[src/rtl/calc_entry_sequencer_pkg.sv]
// Shared types for the calculator keypad front-end: operand type, operation
// codes, entry-sequencer states and the digit key width.
package calc_entry_sequencer_pkg;

   localparam int DIGIT_W = 4;

   typedef logic [15:0] UInt16;

   typedef enum logic [1:0] {
      ADD = 2'd0,
      SUB = 2'd1,
      DIV = 2'd2,
      MUL = 2'd3
   } OpCode;

   typedef enum logic [1:0] {
      S_A   = 2'd0,
      S_B   = 2'd1,
      S_RES = 2'd2,
      S_ERR = 2'd3
   } EntryState;

   // One-hot select vector ordered {multiply, divide, subtract, add}.
   function automatic logic [3:0] op_onehot(input OpCode op);
      return 4'b0001 << op;
   endfunction

endpackage

[src/rtl/calc_entry_sequencer_digit_accumulator.sv]
// Combinational digit accumulator: acc*RADIX + digit evaluated four bits wider
// than the operand so that an overflowing keystroke can be detected and rejected.
module digit_accumulator
   import calc_entry_sequencer_pkg::*;
#(
   parameter int WIDTH = 16,
   parameter int RADIX = 10
) (
   input  logic [WIDTH-1:0]   acc,
   input  logic [DIGIT_W-1:0] digit,
   output logic [WIDTH-1:0]   acc_next,
   output logic               fits,
   output logic               digit_ok
);

   localparam int EXT_W = WIDTH + 4;

   logic [EXT_W-1:0] wide;

   // Widened multiply-add; the upper four bits flag a result beyond 2^WIDTH-1.
   always_comb begin
      wide     = EXT_W'(acc) * EXT_W'(RADIX) + EXT_W'(digit);
      acc_next = wide[WIDTH-1:0];
      fits     = (wide[EXT_W-1:WIDTH] == '0);
      digit_ok = ({28'd0, digit} < $unsigned(RADIX));
   end

endmodule

[src/rtl/calc_entry_sequencer.sv]
// Keypad front-end for the calculator datapath: builds operands A and B from
// digit keys, holds the selected operation, and captures the calculator result
// on '='. Key priority per cycle: clear > equals > op > digit.
// Optional feature macro: CALC_CHAIN_EN -- an op key while a result is shown
// carries that result into A and starts entering B (3+4+5 chaining).
module calc_entry_sequencer
   import calc_entry_sequencer_pkg::*;
#(
   parameter int WIDTH = 16,
   parameter int RADIX = 10
) (
   input  logic               clk,
   input  logic               rst_n,
   input  logic               clear,
   input  logic               equals,
   input  logic               op_valid,
   input  logic [1:0]         op_code,
   input  logic               digit_valid,
   input  logic [DIGIT_W-1:0] digit,
   input  logic [WIDTH-1:0]   calc_result,
   input  logic               calc_invalid,
   output logic [WIDTH-1:0]   a,
   output logic [WIDTH-1:0]   b,
   output logic               add,
   output logic               subtract,
   output logic               divide,
   output logic               multiply,
   output logic [WIDTH-1:0]   display,
   output logic               error,
   output logic               overflow
);

   EntryState        state, state_nx;
   OpCode            op, op_nx;
   logic [WIDTH-1:0] a_nx, b_nx, result_reg, result_nx;
   logic             b_entered, b_entered_nx, overflow_nx;

   logic [WIDTH-1:0] acc_in, acc_next;
   logic             fits, digit_ok;

   // Single accumulator shared by both operands; B is the target only in S_B.
   assign acc_in = (state == S_B) ? b : a;

   digit_accumulator #(
      .WIDTH (WIDTH),
      .RADIX (RADIX)
   ) u_acc (
      .acc      (acc_in),
      .digit    (digit),
      .acc_next (acc_next),
      .fits     (fits),
      .digit_ok (digit_ok)
   );

   // State and operand registers; reset discards any partial entry at once.
   always_ff @(posedge clk or negedge rst_n) begin
      if (!rst_n) begin
         state      <= S_A;
         op         <= ADD;
         a          <= '0;
         b          <= '0;
         result_reg <= '0;
         b_entered  <= 1'b0;
         overflow   <= 1'b0;
      end else begin
         state      <= state_nx;
         op         <= op_nx;
         a          <= a_nx;
         b          <= b_nx;
         result_reg <= result_nx;
         b_entered  <= b_entered_nx;
         overflow   <= overflow_nx;
      end
   end

   // Next-state logic: only the highest-priority key present acts this cycle.
   always_comb begin
      state_nx     = state;
      op_nx        = op;
      a_nx         = a;
      b_nx         = b;
      result_nx    = result_reg;
      b_entered_nx = b_entered;
      overflow_nx  = overflow;

      if (clear) begin
         state_nx     = S_A;
         op_nx        = ADD;
         a_nx         = '0;
         b_nx         = '0;
         result_nx    = '0;
         b_entered_nx = 1'b0;
         overflow_nx  = 1'b0;
      end else begin
         case (state)
            S_A: begin
               if (equals) begin
                  // nothing to evaluate yet
               end else if (op_valid) begin
                  op_nx        = OpCode'(op_code);
                  b_nx         = '0;
                  b_entered_nx = 1'b0;
                  state_nx     = S_B;
               end else if (digit_valid && digit_ok) begin
                  if (fits) a_nx = acc_next;
                  else      overflow_nx = 1'b1;
               end
            end
            S_B: begin
               if (equals) begin
                  if (b_entered) begin
                     if ((op == DIV && b == '0) || calc_invalid) begin
                        state_nx = S_ERR;
                     end else begin
                        result_nx = calc_result;
                        state_nx  = S_RES;
                     end
                  end
               end else if (op_valid) begin
                  // a second op key only corrects the op before B is started
                  if (!b_entered) op_nx = OpCode'(op_code);
               end else if (digit_valid && digit_ok) begin
                  b_entered_nx = 1'b1;
                  if (fits) b_nx = acc_next;
                  else      overflow_nx = 1'b1;
               end
            end
            S_RES: begin
               if (equals) begin
                  // result already shown
               end else if (op_valid) begin
`ifdef CALC_CHAIN_EN
                  a_nx         = result_reg;
                  op_nx        = OpCode'(op_code);
                  b_nx         = '0;
                  b_entered_nx = 1'b0;
                  state_nx     = S_B;
`endif
               end else if (digit_valid && digit_ok) begin
                  a_nx     = WIDTH'(digit);
                  state_nx = S_A;
               end
            end
            default: begin
               // S_ERR: only clear leaves this state
            end
         endcase
      end
   end

   // Outputs decoded from registered state only.
   always_comb begin
      {multiply, divide, subtract, add} = 4'b0000;
      if (state == S_B || state == S_RES)
         {multiply, divide, subtract, add} = op_onehot(op);
      error = (state == S_ERR);
      case (state)
         S_A:     display = a;
         S_B:     display = b_entered ? b : a;
         S_RES:   display = result_reg;
         default: display = '0;
      endcase
   end

endmodule

[config.mk]
export PLATFORM = sky130hd
export DESIGN_NAME = calc_entry_sequencer
export DESIGN_NICKNAME = d
export VERILOG_FILES = /design/src/rtl/calc_entry_sequencer_pkg.sv /design/src/rtl/calc_entry_sequencer_digit_accumulator.sv /design/src/rtl/calc_entry_sequencer.sv
export SDC_FILE = /design/constraint.sdc
export NUM_CORES = 1
export LEC_CHECK = 0
export CAP_MARGIN = 25
export CORE_MARGIN = 1
export CORE_UTILIZATION = 35
export CTS_BUF_LIST = sky130_fd_sc_hd__clkbuf_2
export CTS_CLUSTER_DIAMETER = 200
export DETAILED_ROUTE_END_ITERATION = 7
export PLACE_DENSITY_LB_ADDON = 0.1
export RECOVER_POWER = 25
export SLEW_MARGIN = 10
export SYNTH_ARGS = -nofsm -noshare
export SYNTH_HDL_FRONTEND = slang
export SYNTH_SLANG_ARGS = --single-unit
export TNS_END_PERCENT = 10
[constraint.sdc]
create_clock -name clk -period 4.4 [get_ports clk]
set_input_delay 0.88 -clock clk [delete_from_list [all_inputs] [get_ports clk]]
set_output_delay 0.88 -clock clk [all_outputs]
set_load 0.03 [all_outputs]
==> impl_results.html <==
<table>
<tr><th>Metric</th><th>Value</th></tr>
<tr><th colspan="2">Outcome</th></tr>
<tr><td>Run status</td><td>complete, but fails checks</td></tr>
<tr><td>Failing checks</td><td>DRC, capacitance limit, slew limit</td></tr>
<tr><th colspan="2">Placed design</th></tr>
<tr><td>Port Buffers</td><td>82</td></tr>
<tr><td>DP HPWL</td><td>10310 um</td></tr>
<tr><td>Routability Congestion</td><td>0.8348</td></tr>
<tr><th colspan="2">Critical path</th></tr>
<tr><td>Data arrival, critical path</td><td>4600 ps</td></tr>
<tr><td>Delay of the slowest cell on the worst path</td><td>460 ps</td></tr>
<tr><td>Element type at the critical path end</td><td>flop</td></tr>
<tr><td>Type of the worst setup path</td><td>reg2reg</td></tr>
<tr><td>Slowest cell on crit path</td><td>sky130_fd_sc_hd__dfrtp_1</td></tr>
<tr><td>Worst path cell trace</td><td>inv_2 -&gt; ha_4 -&gt; mux2_2 -&gt; ha_1 -&gt; ha_1 -&gt; fa_2 -&gt; a21o_1 -&gt; a311o_1 -&gt; a2111oi_4 -&gt; a21oi_2 -&gt; xor2_1 -&gt; a31o_1 -&gt; or3_4 -&gt; nand2_4 -&gt; buf_12 -&gt; mux2i_1</td></tr>
<tr><td>Most prevalent standard cell on the critical path</td><td>sky130_fd_sc_hd__ha_1</td></tr>
<tr><td>Category of cells accounting for the largest share of critical-path delay</td><td>compound AO/OA/AOI/OAI gates</td></tr>
<tr><td>Required @ worst endpoint</td><td>4830 ps</td></tr>
<tr><td>CP Launch Type</td><td>flop</td></tr>
<tr><td>Crit-path max FO</td><td>15</td></tr>
<tr><td>Buf/Inv on CP</td><td>2</td></tr>
<tr><th colspan="2">Finish</th></tr>
<tr><td>Final-stage net count</td><td>633</td></tr>
<tr><td>Leading cell type in the layout, fill and taps excluded</td><td>sky130_fd_sc_hd__clkdlybuf4s50_1</td></tr>
<tr><td>Number of diodes added for antenna fixing</td><td>0</td></tr>
<tr><td>Multi-input gate area</td><td>0.002688 mm^2</td></tr>
<tr><td>Final standard cell utilization of the core</td><td>47.78%</td></tr>
<tr><td>Commonest cells after routing, fill and taps aside</td><td>65 x sky130_fd_sc_hd__clkdlybuf4s50_1, 63 x sky130_fd_sc_hd__nor2_1, 54 x sky130_fd_sc_hd__dfrtp_1, 54 x sky130_fd_sc_hd__buf_4, 32 x sky130_fd_sc_hd__nand2_1</td></tr>
<tr><td>Layout cell share with drive strength beyond 1</td><td>17.01%</td></tr>
<tr><td>Count of fill cells added during filler insertion</td><td>1126</td></tr>
<tr><td>Synthesis-to-layout area growth</td><td>31.72%</td></tr>
<tr><td>Sequential cell area</td><td>0.001351 mm^2</td></tr>
<tr><th colspan="2">Floorplanning</th></tr>
<tr><td>Area enclosed by the die boundary</td><td>0.01238 mm^2</td></tr>
<tr><td>Die height</td><td>111.3 um</td></tr>
<tr><td>Initial Util</td><td>36.28%</td></tr>
<tr><td>Total number of placement rows</td><td>39</td></tr>
<tr><td>Standard cell core area</td><td>0.01152 mm^2</td></tr>
<tr><td>Die Wd</td><td>111.3 um</td></tr>
<tr><td>Number of ports placed on the die boundary</td><td>83</td></tr>
<tr><th colspan="2">Timing</th></tr>
<tr><td>Final setup skew</td><td>12.44 ps</td></tr>
<tr><td>Final count of pins violating max slew</td><td>35</td></tr>
<tr><td>Achievable clock frequency</td><td>239.6 MHz</td></tr>
<tr><td>Relative slew slack</td><td>-29.29%</td></tr>
<tr><td>Unrepaired setup endpoints after global routing</td><td>no</td></tr>
<tr><td>Final period utilization</td><td>94.84%</td></tr>
<tr><td>Transition time at the pin with the least slew margin</td><td>1939 ps</td></tr>
<tr><td>Total count of hold-check failures in the final report</td><td>0</td></tr>
<tr><td>Shortest clock period the worst path allows after layout</td><td>4173 ps</td></tr>
<tr><td>Worst Hold Slack</td><td>538.2 ps</td></tr>
<tr><td>Final count of negative-setup-slack endpoints</td><td>0</td></tr>
<tr><th colspan="2">Routing</th></tr>
<tr><td>Iter 0 DRT Violations</td><td>360</td></tr>
<tr><td>DRC violation count after routing</td><td>25</td></tr>
<tr><td>Total via count after detailed routing</td><td>4050</td></tr>
<tr><td>Average wire per cell in the routed design</td><td>18.58 um</td></tr>
<tr><td>Total wire length after detailed routing</td><td>13360 um</td></tr>
<tr><td>Antenna viol nets, final</td><td>0</td></tr>
<tr><td>Count of TritonRoute iterations in the first routing pass</td><td>8</td></tr>
<tr><td>Post-detailed-route via-to-cell ratio</td><td>5.633</td></tr>
<tr><th colspan="2">Pwr</th></tr>
<tr><td>Internal Dissipation</td><td>932.3 uW</td></tr>
<tr><td>Fraction of power consumed by sequential logic</td><td>34.5%</td></tr>
<tr><td>Portion of total power attributed to the clock network</td><td>12.6%</td></tr>
<tr><td>Max rail drop VDD</td><td>207.0 uV</td></tr>
<tr><td>Power density over the cells</td><td>309.7 mW/mm^2</td></tr>
<tr><td>Standby leakage power</td><td>0.002561 uW</td></tr>
<tr><td>Share of power burned in combinational logic</td><td>52.8%</td></tr>
<tr><td>Share of total power consumed by net switching</td><td>45.29%</td></tr>
<tr><td>Net switching power</td><td>771.7 uW</td></tr>
<tr><th colspan="2">Global route</th></tr>
<tr><td>Number of global-route vias before repair</td><td>3853</td></tr>
<tr><td>Antenna violations before repair</td><td>0</td></tr>
<tr><td>First-pass GRT wire length</td><td>21330 um</td></tr>
<tr><td>Maximum number of pins on one net before global-route repair</td><td>35</td></tr>
<tr><td>Global route overflow</td><td>0</td></tr>
<tr><td>Overall track demand over capacity in global routing</td><td>21.86%</td></tr>
<tr><th colspan="2">CTS</th></tr>
<tr><td>Quantity of hold-fixing buffers added after cts</td><td>0</td></tr>
<tr><td>TritonCTS clock tree</td><td>built</td></tr>
<tr><td>Maximum level of the CTS H-tree</td><td>2</td></tr>
<tr><td>TritonCTS Sinks</td><td>54</td></tr>
<tr><td>Clock slew at the register clock pins of the worst setup and hold paths</td><td>280 ps</td></tr>
<tr><td>Clock buffers created by TritonCTS</td><td>5</td></tr>
<tr><td>Max Root-Sink Buffers</td><td>2</td></tr>
<tr><td>Clock root buffer</td><td>sky130_fd_sc_hd__clkbuf_2</td></tr>
<tr><td>Insertion delay of the later-clocked pin in the worst-skew pair</td><td>480 ps</td></tr>
<tr><th colspan="2">Synthesis</th></tr>
<tr><td>Cell taking the most area after synthesis</td><td>sky130_fd_sc_hd__dfrtp_1</td></tr>
<tr><td>Async set-or-reset flop fraction in the synthesized netlist</td><td>100.0%</td></tr>
<tr><td>Yosys warning total</td><td>0</td></tr>
<tr><td>Mapped Cells</td><td>469</td></tr>
<tr><td>Main flop type after synthesis</td><td>sky130_fd_sc_hd__dfrtp_1</td></tr>
<tr><td>Number of distinct library cell variants in the gate-level netlist after synthesis</td><td>61</td></tr>
<tr><td>Post-synthesis sequential area ratio</td><td>32.35%</td></tr>
<tr><td>Dominant cells by area after synthesis</td><td>sky130_fd_sc_hd__dfrtp_1 32%, sky130_fd_sc_hd__ha_1 8.1%, sky130_fd_sc_hd__mux2i_1 6.0%, sky130_fd_sc_hd__nor2_1 5.7%, sky130_fd_sc_hd__xor2_1 4.4%</td></tr>
<tr><td>Number of enable flip-flop cells after synthesis</td><td>0</td></tr>
<tr><td>Synth Register Bits</td><td>54</td></tr>
<tr><td>Netlist area before placement</td><td>0.004178 mm^2</td></tr>
<tr><td>Fraction of post-synthesis cell area in the top cell type by area</td><td>32.35%</td></tr>
<tr><td>Average cell area after synthesis</td><td>8.908 um^2</td></tr>
<tr><td>Synth Net Count</td><td>527</td></tr>
<tr><th colspan="2">Job</th></tr>
<tr><td>Maxcap violations</td><td>1</td></tr>
<tr><th colspan="2">Worst hold path</th></tr>
<tr><td>Min-Delay Path Class</td><td>reg2reg</td></tr>
</table>
-- per-layer routing --
layer	track usage, %	routed length [um]	vias to the layer above
li1	-	-	1933
met1	32.56	6585	1991
met2	33.25	5987	119
met3	3.171	694	7
met4	4.685	95	0
met5	0	0	-
-- final timing paths --
kind,slack (ps),to,cells past startpoint,startpoint
worst max-delay path,230,a[0],16,state[1]
worst min-delay path,540,overflow,2,overflow
worst max register to register,230,a[0],16,state[1]
worst min register to register,540,overflow,2,overflow
max in group asynchronous,1680,a[0],2,rst_n
min in group asynchronous,880,result_reg[7],1,rst_n
-- power groups by stage --
stage	registers (uW)	logic (uW)	clock network [uW]
floorplan	613	534	0
global placement	591	866	0
detailed placement	592	867	0
CTS	584	873	227
global route	594	975	247
finish	589	900	215
-- area by class of cell --
| cell class | instances | share of cell area (%) |
|---|---|---|
| well taps | 143 | 3.251 |
| flip-flops and latches | 54 | 24.56 |
| multi-input cells | 361 | 48.84 |
| inverters | 28 | 1.910 |
| clock buffers | 5 | 0.4548 |
| repair buffers | 125 | 20.53 |
| clock inverters | 3 | 0.4548 |
-- cell usage after synthesis (2+ instances only) --
cell,instances
sky130_fd_sc_hd__fa_1,2
sky130_fd_sc_hd__a31oi_1,5
sky130_fd_sc_hd__or3_1,3
sky130_fd_sc_hd__mux2_2,4
sky130_fd_sc_hd__inv_1,28
sky130_fd_sc_hd__xor2_1,21
sky130_fd_sc_hd__nor4_1,4
sky130_fd_sc_hd__nor2_1,63
sky130_fd_sc_hd__a21o_2,2
sky130_fd_sc_hd__and3b_1,2
sky130_fd_sc_hd__a21o_1,3
sky130_fd_sc_hd__a22o_1,2
sky130_fd_sc_hd__mux2i_1,25
sky130_fd_sc_hd__o21ai_0,21
sky130_fd_sc_hd__nand2b_1,6
sky130_fd_sc_hd__o32ai_1,13
sky130_fd_sc_hd__nor3_1,6
sky130_fd_sc_hd__dfrtp_1,54
sky130_fd_sc_hd__o2bb2ai_1,13
sky130_fd_sc_hd__buf_1,2
sky130_fd_sc_hd__xnor2_1,13
sky130_fd_sc_hd__nand4_1,4
sky130_fd_sc_hd__a211oi_2,4
sky130_fd_sc_hd__a21oi_1,21
sky130_fd_sc_hd__nand2_1,32
sky130_fd_sc_hd__ha_1,27
sky130_fd_sc_hd__or4b_2,2
sky130_fd_sc_hd__o21bai_1,2
sky130_fd_sc_hd__clkbuf_1,15
sky130_fd_sc_hd__nor2b_1,2
sky130_fd_sc_hd__buf_4,2
sky130_fd_sc_hd__a222oi_1,16
sky130_fd_sc_hd__buf_2,6
sky130_fd_sc_hd__o31ai_1,3
sky130_fd_sc_hd__nand3_1,10
sky130_fd_sc_hd__a211oi_1,2
sky130_fd_sc_hd__o21ai_1,2
sky130_fd_sc_hd__a32o_1,2
sky130_fd_sc_hd__and3_1,3
-- logic make-up (layout without fill, tap and decap cells) --
logic type,count (synthesis),in the layout,synth area share [%]
simple gates,145,145,16.47
compound gates,124,124,22.55
flops,54,54,32.35
buf+inv,54,161,5.391
xor+xnor,34,34,7.128
fa+ha+maj,29,29,9.045
mux,29,29,7.068
-- stage by stage --
| step | worst slack (ps) | total power, uW | cell area [um^2] | std cells | setup TNS, ps |
|---|---|---|---|---|---|
| after CTS | 2.303 | 1683 | 5409 | 717 | 0 |
| final | 227.1 | 1704 | 5503 | 719 | 0 |
| after global placement | 32.01 | 1458 | 5341 | 708 | 0 |
| after global routing | 6.940 | 1816 | 5503 | 719 | 0 |
| after floorplan | 21.07 | 1147 | 4193 | 469 | 0 |
| after detailed placement | -12.56 | 1459 | 5356 | 709 | -19.76 |
-- worst register-to-register path, cell delays in order, from the launching register on --
cell and delay [ps]:
sky130_fd_sc_hd__dfrtp_1 460, sky130_fd_sc_hd__inv_2 90, sky130_fd_sc_hd__ha_4 180, sky130_fd_sc_hd__mux2_2 360
sky130_fd_sc_hd__ha_1 270, sky130_fd_sc_hd__ha_1 230, sky130_fd_sc_hd__fa_2 360, sky130_fd_sc_hd__a21o_1 180
sky130_fd_sc_hd__a311o_1 320, sky130_fd_sc_hd__a2111oi_4 330, sky130_fd_sc_hd__a21oi_2 70, sky130_fd_sc_hd__xor2_1 180
sky130_fd_sc_hd__a31o_1 230, sky130_fd_sc_hd__or3_4 420, sky130_fd_sc_hd__nand2_4 80, sky130_fd_sc_hd__buf_12 160
sky130_fd_sc_hd__mux2i_1 200
-- timing repair --
| action | 4_1_cts | 5_1_grt |
|---|---|---|
| endpoints found under the setup margin | 12 | 33 |
| pin swaps | 0 | 6 |
| gates resized for setup | 1 | 19 |
| setup buffers | 0 | 2 |
(Power assumes the default switching activity.)
